`src/rtl/whack_pkg.sv`:
```
// Shared definitions for the whack-a-mole game controller: state encoding, hole count and
// winner codes.
package whack_pkg;

  typedef enum logic [1:0] {
    StIdle      = 2'd0,
    StCountdown = 2'd1,
    StPlay      = 2'd2,
    StOver      = 2'd3
  } game_state_e;

  localparam int unsigned NUM_HOLES = 9;

  localparam logic [1:0] WinNone = 2'b00;
  localparam logic [1:0] WinP0   = 2'b01;
  localparam logic [1:0] WinP1   = 2'b10;
  localparam logic [1:0] WinTie  = 2'b11;

  function automatic logic [1:0] decide_winner(input logic [15:0] s0, input logic [15:0] s1);
    if (s0 > s1) return WinP0;
    if (s1 > s0) return WinP1;
    return WinTie;
  endfunction

endpackage

```
`src/rtl/whack_hole_finder.sv`:
```
// Combinational free-hole search: returns the first free hole scanning upward from start,
// wrapping modulo NUM_HOLES.
module whack_hole_finder
  import whack_pkg::*;
(
  input  logic [NUM_HOLES-1:0] occupancy,
  input  logic [3:0]           start,
  output logic                 found,
  output logic [3:0]           hole
);

  logic [3:0] idx;

  always_comb begin
    found = 1'b0;
    hole  = '0;
    idx   = '0;
    for (int k = 0; k < int'(NUM_HOLES); k++) begin
      idx = 4'((int'(start) + k) % int'(NUM_HOLES));
      if (!found && !occupancy[idx]) begin
        found = 1'b1;
        hole  = idx;
      end
    end
  end

endmodule

```
`src/rtl/whack_game_ctrl.sv`:
```
// Two-player whack-a-mole game controller: countdown/play/over sequencing, round-robin hole
// grants and winner latch. Optional input pause is enabled by defining WHACK_PAUSE_EN.
module whack_game_ctrl
  import whack_pkg::*;
#(
  parameter int unsigned TICK_CYCLES = 50_000_000,
  parameter int unsigned COUNTDOWN_S = 3,
  parameter int unsigned GAME_S      = 60
) (
  input  logic                 clk,
  input  logic                 rst_n,
  input  logic                 start_btn,
  input  logic [1:0]           req,
  input  logic [3:0]           req_pos0,
  input  logic [3:0]           req_pos1,
  input  logic [NUM_HOLES-1:0] hole_release,
  input  logic [15:0]          score0,
  input  logic [15:0]          score1,
`ifdef WHACK_PAUSE_EN
  input  logic                 pause,
`endif
  output logic [1:0]           grant,
  output logic [3:0]           grant_pos,
  output logic [NUM_HOLES-1:0] occupancy,
  output logic [1:0]           state,
  output logic [7:0]           time_left,
  output logic [1:0]           winner
);

  localparam int unsigned TickW = (TICK_CYCLES > 1) ? $clog2(TICK_CYCLES) : 1;
  localparam logic [TickW-1:0] TickMax = TickW'(TICK_CYCLES - 1);

  game_state_e          state_q, state_d;
  logic [TickW-1:0]     tick_q, tick_d;
  logic [7:0]           time_q, time_d;
  logic [NUM_HOLES-1:0] occ_q, occ_d;
  logic [1:0]           grant_q, grant_d;
  logic [3:0]           gpos_q, gpos_d;
  logic [1:0]           win_q, win_d;
  logic                 rr_q, rr_d;  // player favoured when both request
  logic                 start_q;

  logic       paused, start_rise, wrap, expire;
  logic [1:0] eligible;
  logic       sel;
  logic [3:0] sel_pos, find_start, found_hole;
  logic       found;

`ifdef WHACK_PAUSE_EN
  assign paused = pause;
`else
  assign paused = 1'b0;
`endif

  assign start_rise = start_btn & ~start_q;
  assign wrap       = (tick_q == TickMax);
  assign expire     = (time_q == 8'd0) || (wrap && time_q == 8'd1);

  // A player granted last cycle sits out one cycle so its req can drop.
  assign eligible   = req & ~grant_q;
  assign sel        = (eligible == 2'b11) ? rr_q : eligible[1];
  assign sel_pos    = sel ? req_pos1 : req_pos0;
  assign find_start = (sel_pos > 4'(NUM_HOLES - 1)) ? 4'd0 : sel_pos;

  whack_hole_finder u_finder (
    .occupancy (occ_q),
    .start     (find_start),
    .found     (found),
    .hole      (found_hole)
  );

  always_comb begin
    state_d = state_q;
    tick_d  = tick_q;
    time_d  = time_q;
    occ_d   = occ_q & ~hole_release;
    grant_d = '0;
    gpos_d  = '0;
    win_d   = win_q;
    rr_d    = rr_q;
    unique case (state_q)
      StIdle, StOver: begin
        if (start_rise) begin
          state_d = StCountdown;
          time_d  = 8'(COUNTDOWN_S);
          tick_d  = '0;
          win_d   = WinNone;
        end
      end
      StCountdown: begin
        if (!paused) begin
          if (expire) begin
            state_d = StPlay;
            time_d  = 8'(GAME_S);
            tick_d  = '0;
          end else begin
            tick_d = wrap ? '0 : tick_q + 1'b1;
            if (wrap) time_d = time_q - 8'd1;
          end
        end
      end
      StPlay: begin
        if (!paused) begin
          if (expire) begin
            state_d = StOver;
            time_d  = 8'd0;
            tick_d  = '0;
            occ_d   = '0;
            win_d   = decide_winner(score0, score1);
          end else begin
            tick_d = wrap ? '0 : tick_q + 1'b1;
            if (wrap) time_d = time_q - 8'd1;
            // Grant decision uses pre-release occupancy; the set wins over a same-edge release.
            if ((eligible != 2'b00) && found) begin
              grant_d[sel]      = 1'b1;
              gpos_d            = found_hole;
              occ_d[found_hole] = 1'b1;
              rr_d              = ~sel;
            end
          end
        end
      end
      default: state_d = StIdle;
    endcase
  end

  always_ff @(posedge clk or negedge rst_n) begin
    if (!rst_n) begin
      state_q <= StIdle;
      tick_q  <= '0;
      time_q  <= '0;
      occ_q   <= '0;
      grant_q <= '0;
      gpos_q  <= '0;
      win_q   <= WinNone;
      rr_q    <= 1'b0;
      start_q <= 1'b0;
    end else begin
      state_q <= state_d;
      tick_q  <= tick_d;
      time_q  <= time_d;
      occ_q   <= occ_d;
      grant_q <= grant_d;
      gpos_q  <= gpos_d;
      win_q   <= win_d;
      rr_q    <= rr_d;
      start_q <= start_btn;
    end
  end

  assign grant     = grant_q;
  assign grant_pos = gpos_q;
  assign occupancy = occ_q;
  assign state     = state_q;
  assign time_left = time_q;
  assign winner    = win_q;

endmodule

```
`config.mk`:
```
export PLATFORM = sky130hd
export DESIGN_NAME = whack_game_ctrl
export DESIGN_NICKNAME = d
export VERILOG_FILES = /design/src/rtl/whack_pkg.sv /design/src/rtl/whack_hole_finder.sv /design/src/rtl/whack_game_ctrl.sv
export SDC_FILE = /design/constraint.sdc
export NUM_CORES = 1
export LEC_CHECK = 0
export CORE_MARGIN = 2
export CORE_UTILIZATION = 60
export DETAILED_ROUTE_END_ITERATION = 12
export PLACE_DENSITY_LB_ADDON = 0.2
export RECOVER_POWER = 50
export SYNTH_ARGS = -nofsm -noshare
export SYNTH_HDL_FRONTEND = slang
export SYNTH_SLANG_ARGS = --single-unit
```
`constraint.sdc`:
```
create_clock -name clk -period 12.6 [get_ports clk]
set_input_delay 1.89 -clock clk [delete_from_list [all_inputs] [get_ports clk]]
set_output_delay 1.89 -clock clk [all_outputs]
set_load 0.005 [all_outputs]
```
==> results of run 1 <==
-- power groups by stage --
stage	clock (mW)	combinational (mW)	sequential, mW
global placement	0	0.630	0.241
global route	0.152	0.699	0.242
detailed placement	0	0.634	0.242
floorplan	0	0.477	0.212
finish	0.145	0.653	0.240
CTS	0.148	0.638	0.238
-- layer usage --
layer  global-route usage [%]  share of wire [%]  vias up
met4                     16.5                4.7        0
met1                     42.0                 41     4128
met3                     6.32                7.4       96
met2                     57.1                 47      429
li1                         -                  -     4168
met5                        0                  0        -
-- layout by cell type (no fill, tap or decap), drive strengths merged, types with 11 or more instances in the layout --
master         count
nand2            117
o21ai             99
ha                69
nor2              69
clkdlybuf4s50     68
a21oi             61
inv               57
dfrtp             55
nand3             40
mux2i             33
nor3              25
and3              24
a211oi            23
a31oi             19
nand2b            18
nand3b            17
xnor2             16
and2              15
nor4              14
mux2              14
nand4             12
o211ai            12
nor2b             11
dlygate4sd3       11
o31ai             11
-- through the flow --
stage | setup slack, ns | hold WS (ns) | util, %
after floorplan | 4.13 | 0.451 | -
after global placement | 2.80 | 0.487 | 67.1
after detailed placement | 2.68 | 0.480 | 67.1
after CTS | 2.95 | 0.498 | 68.2
after global routing | 2.19 | 0.513 | 68.1
final | 2.70 | 0.498 | 68.1
-- cell type report --
| class | count | area [sq um] | area share, % |
|---|---|---|---|
| Multi-Input combinational cell | 913 | 6520 | 69.8 |
| Sequential cell | 55 | 1380 | 14.7 |
| Timing Repair Buffer | 90 | 867 | 9.27 |
| Tap cell | 180 | 225 | 2.41 |
| Inverter | 55 | 206 | 2.21 |
| Clock buffer | 5 | 125 | 1.34 |
| Clock inverter | 3 | 26.3 | 0.281 |
-- registers in the layout, summed over array words and instances (netlist names) --
| register | count |
|---|---|
| tick_q | 26 |
| time_left | 8 |
| start_q | 1 |
| winner | 2 |
| occupancy | 9 |
| grant | 2 |
| grant_pos | 4 |
| state | 2 |
| rr_q | 1 |
-- kinds of logic after synthesis --
logic type / Yosys count
xor+xnor: 17
fa+ha+maj: 69
buf+inv: 107
simple gates: 419
flops: 55
compound gates: 361
mux: 47
-- worst max-delay path by stage --
stage	startpoint	to	slack, ns	depth (start not counted)
after floorplan	req[0]	occupancy[5]	4.13	34
after global placement	req[1]	occupancy[3]	2.80	28
after detailed placement	req[1]	occupancy[5]	2.68	28
after CTS	req[1]	occupancy[1]	2.95	28
after global routing	req[0]	occupancy[7]	2.19	28
final	req[1]	occupancy[1]	2.70	28
-- critical path, cell delays in order --
cell and delay, ns:
clkdlybuf4s50_1 0.48, nand2b_1 0.39, nor3_1 0.59, nor2_2 0.08, buf_4 0.21, ha_1 0.37, inv_1 0.25, a211oi_1 0.06
or4_1 0.79, ha_1 0.32, nor2_1 0.22, nor3_1 0.07, a21oi_1 0.13, o21ai_1 0.11, nor3_2 0.29, inv_2 0.14
ha_1 0.22, nand2b_1 0.20, nor4b_1 0.59, a21oi_1 0.16, nor2_2 0.26, mux2i_1 0.34, a211oi_2 0.16, o211ai_2 0.32
nor3_2 0.11, a31oi_2 0.45, or3b_1 0.57, o41ai_1 0.30
==> results.yml, run 1 <==
run_status:
  violations: "max-capacitance violations, max-slew violations"
  status: "finished with violations"
power:
  intPower_mw: 0.529
  combPwrFrac_pct: 62.9
  p_seq_share_pct: 23.1
  p_sw_share_pct: 49.1
  p_per_area_nw_per_um2: 111
  clockPowerShare_pct: 14.0
  switching_power_mw: 0.509
  total_power_mw: 1.04
  vdd_drop_max_mv: 0.0995
  power.leakage_nw: 3.96
synth:
  synth.cell_area_sq_um: 8340
  synth_xor_area_share_pct: 1.87
  synth-simple-area-share_pct: 27.7
  synth_edf_count: 0
  ys_seq_area_share_pct: 16.5
  synth_seq_cells: 55
  ys_async_sr_fraction_pct: 100
  synth_top_family_by_area: "compound AO/OA/AOI/OAI gates"
  synth_warnings: 0
  synth.avg_cell_area_sq_um: 7.76
  yosysMostFrequentCell: "nand2_1"
  synth_flop_cell: "dfrtp_1"
  synth_commonest_cells: "117 x nand2_1, 93 x o21ai_0, 69 x ha_1"
  yosysTopAreaCellShare_pct: 16.5
  synth.largest_area_cell: "dfrtp_1"
  ys_types: 119
  synthMuxAreaShare_pct: 5.89
  syn_nets: 1198
  yosys-top-cells-area: "dfrtp_1 16%, ha_1 10%, o21ai_0 5.6%"
  synth_cells: 1075
  synth_compound_area_share_pct: 32.2
  synth_fa_ha_area_share_pct: 10.3
global_route:
  grt_pass1_vias: 8129
  antenna_found_initial: 0
  grt_pass1_wl_um: 40400
  grt_start_max_net_pins: 56
  overflow: 0
  grtUsageTotal_pct: 34.0
final_layout:
  finalNonFillerCells: 1301
  syn_to_final_growth_pct: 12.0
  stdcell_area_sq_um: 9350
  insertedDiodeCount: 0
  n_fill_cell: 1180
  drive_gt1_share_pct: 9.99
  fin_nets: 1243
timing:
  setup_viol: 0
  fin_crit_ns: 9.90
  fin_setup_tns_ns: 0
  grt_setup_unrepaired: "false"
  final_hold_viol_count: 0
  fmax_mhz: 101
  drv_slew: 56
  post-route-period-util_pct: 78.6
  maxSlewHeadroom_pct: -97.8
  skew_ns: 0.00872
  max_slew.worst_pin.slew_ns: 2.97
clock_tree:
  post_cts_buffers: 0
  clock_path_buffers: 2
  cts_tree: "done"
  insertion_delay_ns: 0.30
  clk_pin_slew_ns: 0.08
  cts-buffers-inserted: 5
  cts.sinks: 55
  htreeDepth: 2
  cts-resized-gates: 0
  cts_root_buffer: "clkbuf_16"
  cts_hold_buf: 0
setup_path:
  cp.required_ns: 12.79
  critical_path_class: "in -> reg"
  ff2ff_path_depth: 27
  crit_path_end_kind: "flop"
  r2r_start: "grant[1]"
  worstSetupStartpointType: "input port"
  critPathMaxFanout: 19
  reg2reg_slack_ns: 4.26
  r2r_end: "occupancy[1]"
  crit_arrival_ns: 10.09
die:
  die_h_um: 122
  die_w_um: 122
  boundaryPins: 81
  fp.dieArea_sq_um: 14900
  core_sq_um: 13700
  floorplan.initialDensity_pct: 60.8
  row_count: 43
placement:
  dpl.hpwl_um: 19800
  dpl_cell_area_sq_um: 9200
  finalWeightedCongestion: 1.03
  placed_cells: 1293
  port_buffers: 80
job:
  cap_viol_max_count: 1
routing:
  vias: 8821
  postRouteAntennaNets: 0
  drc: 0
  finalWirelength_um: 25900
  wl_per_cell_um: 19.9
  drt_iter0_drc: 691
  vias_per_cell: 6.78
  drt_first_pass_iters: 6
hold_path:
  min_path_type: "reg -> reg"
  hold_path_end: "tick_q[3]"
  min_delay_path_depth: 1
  min_from: "tick_q[3]"
(Power assumes the default switching activity.)
==> run 2: changes to the inputs <==
==> constraint.sdc (replaced) <==
create_clock -name clk -period 9.4 [get_ports clk]
set_input_delay 1.41 -clock clk [delete_from_list [all_inputs] [get_ports clk]]
set_output_delay 1.41 -clock clk [all_outputs]
set_load 0.005 [all_outputs]
==> results.yml, run 2 (synthesized netlist as in run 1, its figures left out) <==
final_layout:
  layout_commonest_cell: "nand2_1"
  insertedDiodeCount: 0
  fin_nets: 1252
  utilization_pct: 68.6
  regMostFlops: "tick_q"
  finalNonFillerCells: 1310
  syn_to_final_growth_pct: 12.8
  final_cell_mix: "117 x nand2_1, 92 x o21ai_0, 69 x ha_1, 66 x clkdlybuf4s50_1, 60 x nor2_1"
  n_fill_cell: 1202
  drive_gt1_share_pct: 10.6
  largest_reg_flops: 26
placement:
  port_buffers: 80
  dpl.hpwl_um: 19800
  placed_cells: 1302
  finalWeightedCongestion: 0.999
timing:
  post-route-period-util_pct: 94.0
  fmax_mhz: 113
  grt_setup_unrepaired: "false"
  setup_viol: 0
  max_slew.worst_pin.slew_ns: 3.02
  fin_crit_ns: 8.84
  fin_setup_tns_ns: 0
  maxSlewHeadroom_pct: -102
  final_hold_viol_count: 0
  drv_slew: 56
  skew_ns: 0.0107
hold_path:
  min_from: "time_left[6]"
  min_path_type: "reg -> reg"
die:
  floorplan.initialDensity_pct: 60.8
  row_count: 43
  fp.dieArea_sq_um: 14900
  die_w_um: 122
  boundaryPins: 81
  core_sq_um: 13700
  die_h_um: 122
routing:
  drc: 0
  wl_per_cell_um: 20.1
  drt_first_pass_iters: 5
  drt_iter0_drc: 929
  vias: 8934
  postRouteAntennaNets: 0
  finalWirelength_um: 26300
  vias_per_cell: 6.82
clock_tree:
  post_cts_buffers: 0
  cts_root_buffer: "clkbuf_16"
  cts_tree: "done"
  htreeDepth: 2
  insertion_delay_ns: 0.31
  clock_path_buffers: 2
  cts.sinks: 55
  clk_pin_slew_ns: 0.08
  cts-buffers-inserted: 5
global_route:
  antenna_found_initial: 0
  grt_start_max_net_pins: 56
  grt_pass1_wl_um: 42700
  grt_pass1_vias: 8387
  grtUsageTotal_pct: 35.6
  overflow: 0
setup_path:
  critPathMaxFanout: 14
  r2r_start: "grant[0]"
  cp.required_ns: 9.60
  startpoint: "req_pos1[3]"
  critical_path_class: "in -> reg"
  crit_path_end_kind: "flop"
  crit_arrival_ns: 9.04
  worstSetupStartpointType: "input port"
power:
  p_per_area_nw_per_um2: 150
  power.leakage_nw: 4.00
  vdd_drop_max_mv: 0.0968
job:
  cap_viol_max_count: 1
run_status:
  status: "finished with violations"
  violations: "max-capacitance violations, max-slew violations"
[run 2: metal layers]
| metal | global-route usage, % | vias to the layer above | wire length, um |
|---|---|---|---|
| li1 | - | 4194 | - |
| met5 | 0 | - | 0 |
| met4 | 18.8 | 0 | 1350 |
| met2 | 58.5 | 424 | 12000 |
| met1 | 45.3 | 4218 | 10800 |
| met3 | 5.38 | 98 | 2070 |
[run 2: repair_timing]
action / in CTS / in global routing
gates resized for setup: 0 / 1
endpoints found under the setup margin: 0 / 2
hold buffers: 0 / 0
[run 2: stage by stage]
step | power (mW) | setup WS, ns | hold WS (ns) | instance area, sq um
finish | 1.41 | 0.560 | 0.496 | 9410
global route | 1.49 | 0.0374 | 0.510 | 9410
detailed placement | 1.19 | 0.543 | 0.490 | 9270
global placement | 1.19 | 0.542 | 0.484 | 9270
CTS | 1.38 | 0.808 | 0.503 | 9410
floorplan | 0.924 | 1.41 | 0.451 | 8340
[run 2: power by group]
group | internal [mW] | leakage [nW] | switching [mW]
registers | 0.259 | 0.702 | 0.0719
clock network | 0.100 | 0.0742 | 0.0918
logic | 0.353 | 3.22 | 0.534
total | 0.712 | 4.00 | 0.698
[run 2: critical path, stage by stage]
cell,delay [ns]
clkdlybuf4s50_1,0.54
nand2b_1,0.24
nor3_1,0.56
nor2_4,0.21
ha_1,0.32
buf_4,0.17
nor4_1,0.26
or4_1,0.42
inv_2,0.20
ha_1,0.24
nor2_1,0.40
a41oi_1,0.22
xnor2_1,0.34
inv_1,0.11
ha_1,0.22
nor2b_1,0.20
o21a_1,0.17
o21ai_0,0.14
nand3_1,0.14
nand3_1,0.16
nand2_1,0.21
mux2_2,0.37
o211ai_2,0.21
nand3_1,0.24
a31oi_2,0.46
or3b_1,0.56
o41ai_1,0.31
[run 2: final cells by class]
class                           count  area [sq um]  share of cell area, %
Tap cell                          180           225                   2.39
Clock inverter                      3          22.5                  0.239
Clock buffer                        5           125                   1.33
Inverter                           55           206                   2.19
Multi-Input combinational cell    913          6520                   69.3
Timing Repair Buffer               99           935                   9.93
Sequential cell                    55          1380                   14.6
[run 2: worst paths after layout]
check	slack [ns]	depth (start not counted)	end
setup / recovery	0.56	27	occupancy[1]
hold / removal	0.50	1	time_left[6]
setup reg to reg	1.76	26	occupancy[1]
hold reg to reg	0.50	1	time_left[6]
max in group asynchronous	5.49	2	tick_q[23]
min in group asynchronous	2.18	2	occupancy[1]
==> run 3: changes to the inputs <==
--- a/config.mk
+++ b/config.mk
@@ -5,8 +5,10 @@
 export SDC_FILE = /design/constraint.sdc
 export NUM_CORES = 1
 export LEC_CHECK = 0
+export CORE_ASPECT_RATIO = 2
 export CORE_MARGIN = 2
-export CORE_UTILIZATION = 60
+export CORE_UTILIZATION = 45
+export CTS_BUF_LIST = sky130_fd_sc_hd__clkbuf_4
 export DETAILED_ROUTE_END_ITERATION = 12
 export PLACE_DENSITY_LB_ADDON = 0.2
 export RECOVER_POWER = 50
==> results.yml, run 3 (synthesized netlist as in run 1, its figures left out) <==
final_layout:
  largest_reg_flops: 26
  fin_nets: 1258
  layout_commonest_cell: "nand2_1"
  utilization_pct: 51.7
  syn_to_final_growth_pct: 12.9
  finalNonFillerCells: 1353
  drive_gt1_share_pct: 11.3
  stdcell_area_sq_um: 9420
  final_cell_mix: "117 x nand2_1, 92 x o21ai_0, 68 x ha_1, 66 x clkdlybuf4s50_1, 60 x nor2_1"
  regMostFlops: "tick_q"
  n_fill_cell: 1818
hold_path:
  min_path_type: "reg -> reg"
  min_from: "tick_q[25]"
  min_delay_path_depth: 1
clock_tree:
  htreeDepth: 2
  insertion_delay_ns: 0.42
  clock_path_buffers: 2
  cts_root_buffer: "clkbuf_4"
  cts-buffers-inserted: 5
  cts.sinks: 55
  cts_tree: "done"
  clk_pin_slew_ns: 0.18
power:
  total_power_mw: 1.38
  p_sw_share_pct: 53.2
  combPwrFrac_pct: 67.2
  p_seq_share_pct: 24.8
  vdd_drop_max_mv: 0.146
  switching_power_mw: 0.735
  power.leakage_nw: 3.98
  clockPowerShare_pct: 8.1
  p_per_area_nw_per_um2: 147
  intPower_mw: 0.646
setup_path:
  slowest_stage: "a2111oi_1"
  slowest_delay_ns: 0.63
  crit_arrival_ns: 9.26
  cpLargestDelayFamily: "compound AO/OA/AOI/OAI gates"
  crit_path_end_kind: "flop"
  path_depth: 24
  critical_path_class: "in -> reg"
  cp.required_ns: 9.70
  worstSetupStartpointType: "input port"
  worst_path_most_repeated_cell: "ha_1"
  r2r_start: "grant[0]"
  critPathMaxFanout: 17
  crit_buf_inv: 4
  startpoint: "req[0]"
  ff2ff_path_depth: 23
  crit_path_cell_trace: "clkdlybuf4s50_1 > or3b_4 > buf_4 > a21oi_4 > nor2_4 > inv_2 > ha_2 > nor3b_1 > a2111oi_1 > o21ai_0 > o211ai_1 > ha_1 > inv_1 > ha_1 > a211oi_1 > nand2b_1 > a311oi_2 > xnor2_1 > mux2i_1 > and2b_1 > and3_1 > a211o_1 > or3b_1 > o41ai_1"
routing:
  postRouteAntennaNets: 0
  finalWirelength_um: 32400
  drc: 0
  drt_iter0_drc: 564
  vias: 9001
  drt_first_pass_iters: 8
  vias_per_cell: 6.65
  wl_per_cell_um: 23.9
global_route:
  grt_start_max_net_pins: 56
  grt_pass1_vias: 9140
  overflow: 0
  grtUsageTotal_pct: 33.2
  antenna_found_initial: 1
  grt_pass1_wl_um: 50100
timing:
  setup_viol: 0
  final_hold_viol_count: 0
  fmax_mhz: 112
  fin_crit_ns: 8.96
  skew_ns: 0.0252
  drv_slew: 56
  post-route-period-util_pct: 95.3
  grt_setup_unrepaired: "false"
  maxSlewHeadroom_pct: -105
  hold_ws_ns: 0.510
  max_slew.worst_pin.slew_ns: 3.07
job:
  cap_viol_max_count: 1
die:
  core_sq_um: 18200
  row_count: 70
  floorplan.initialDensity_pct: 45.8
  boundaryPins: 81
  fp.dieArea_sq_um: 19700
  die_w_um: 100
  die_h_um: 197
run_status:
  status: "finished with violations"
  violations: "max-capacitance violations, max-slew violations"
placement:
  placed_cells: 1344
  dpl.hpwl_um: 24900
  port_buffers: 80
  finalWeightedCongestion: 1.07
  dpl_cell_area_sq_um: 9360
==> run 3: what timing repair did <==
action                                  4_1_cts  5_1_grt
endpoints found under the setup margin        0        8
hold buffers                                  0        0
buffers inserted                              0        0
gates resized for setup                       0        3
==> run 3: path summary, 6_finish.rpt <==
check	endpoint	slack (ns)
max	occupancy[3]	0.44
min	tick_q[25]	0.51
max reg2reg	occupancy[3]	1.42
min reg2reg	tick_q[25]	0.51
max in group asynchronous	time_left[6]	5.59
min in group asynchronous	tick_q[14]	2.06
==> run 3: layer usage <==
metal	GRT usage, %	routed length (um)	up-vias
met5	0	0	-
met4	27.4	3340	0
met3	6.60	2060	187
met2	60.3	16500	388
met1	30.9	10400	4230
li1	-	-	4196
==> run 3: power groups by stage <==
stage / sequential, mW / clock [mW] / combinational (mW)
floorplan: 0.285 / 0 / 0.640
global placement: 0.340 / 0 / 0.893
detailed placement: 0.341 / 0 / 0.898
CTS: 0.336 / 0.118 / 0.903
global route: 0.340 / 0.124 / 0.992
finish: 0.342 / 0.112 / 0.928
==> run 3: area by class of cell <==
cell class,instances,area [sq um],share of cell area [%]
clock buffers,5,37.5,0.398
clock inverters,3,18.8,0.199
flip-flops and latches,55,1380,14.6
well taps,216,270,2.87
repair buffers,105,980,10.4
inverters,55,206,2.19
multi-input cells,913,6530,69.3
diodes,1,2.50,0.0266
==> run 3: per-stage QoR <==
step | worst slack, ns | setup TNS (ns)
3_5_place_dp | -0.150 | -0.617
4_1_cts | 0.278 | 0
3_3_place_gp | -0.0896 | -0.507
5_1_grt | 0.106 | 0
6_report | 0.439 | 0
2_1_floorplan | 1.41 | 0
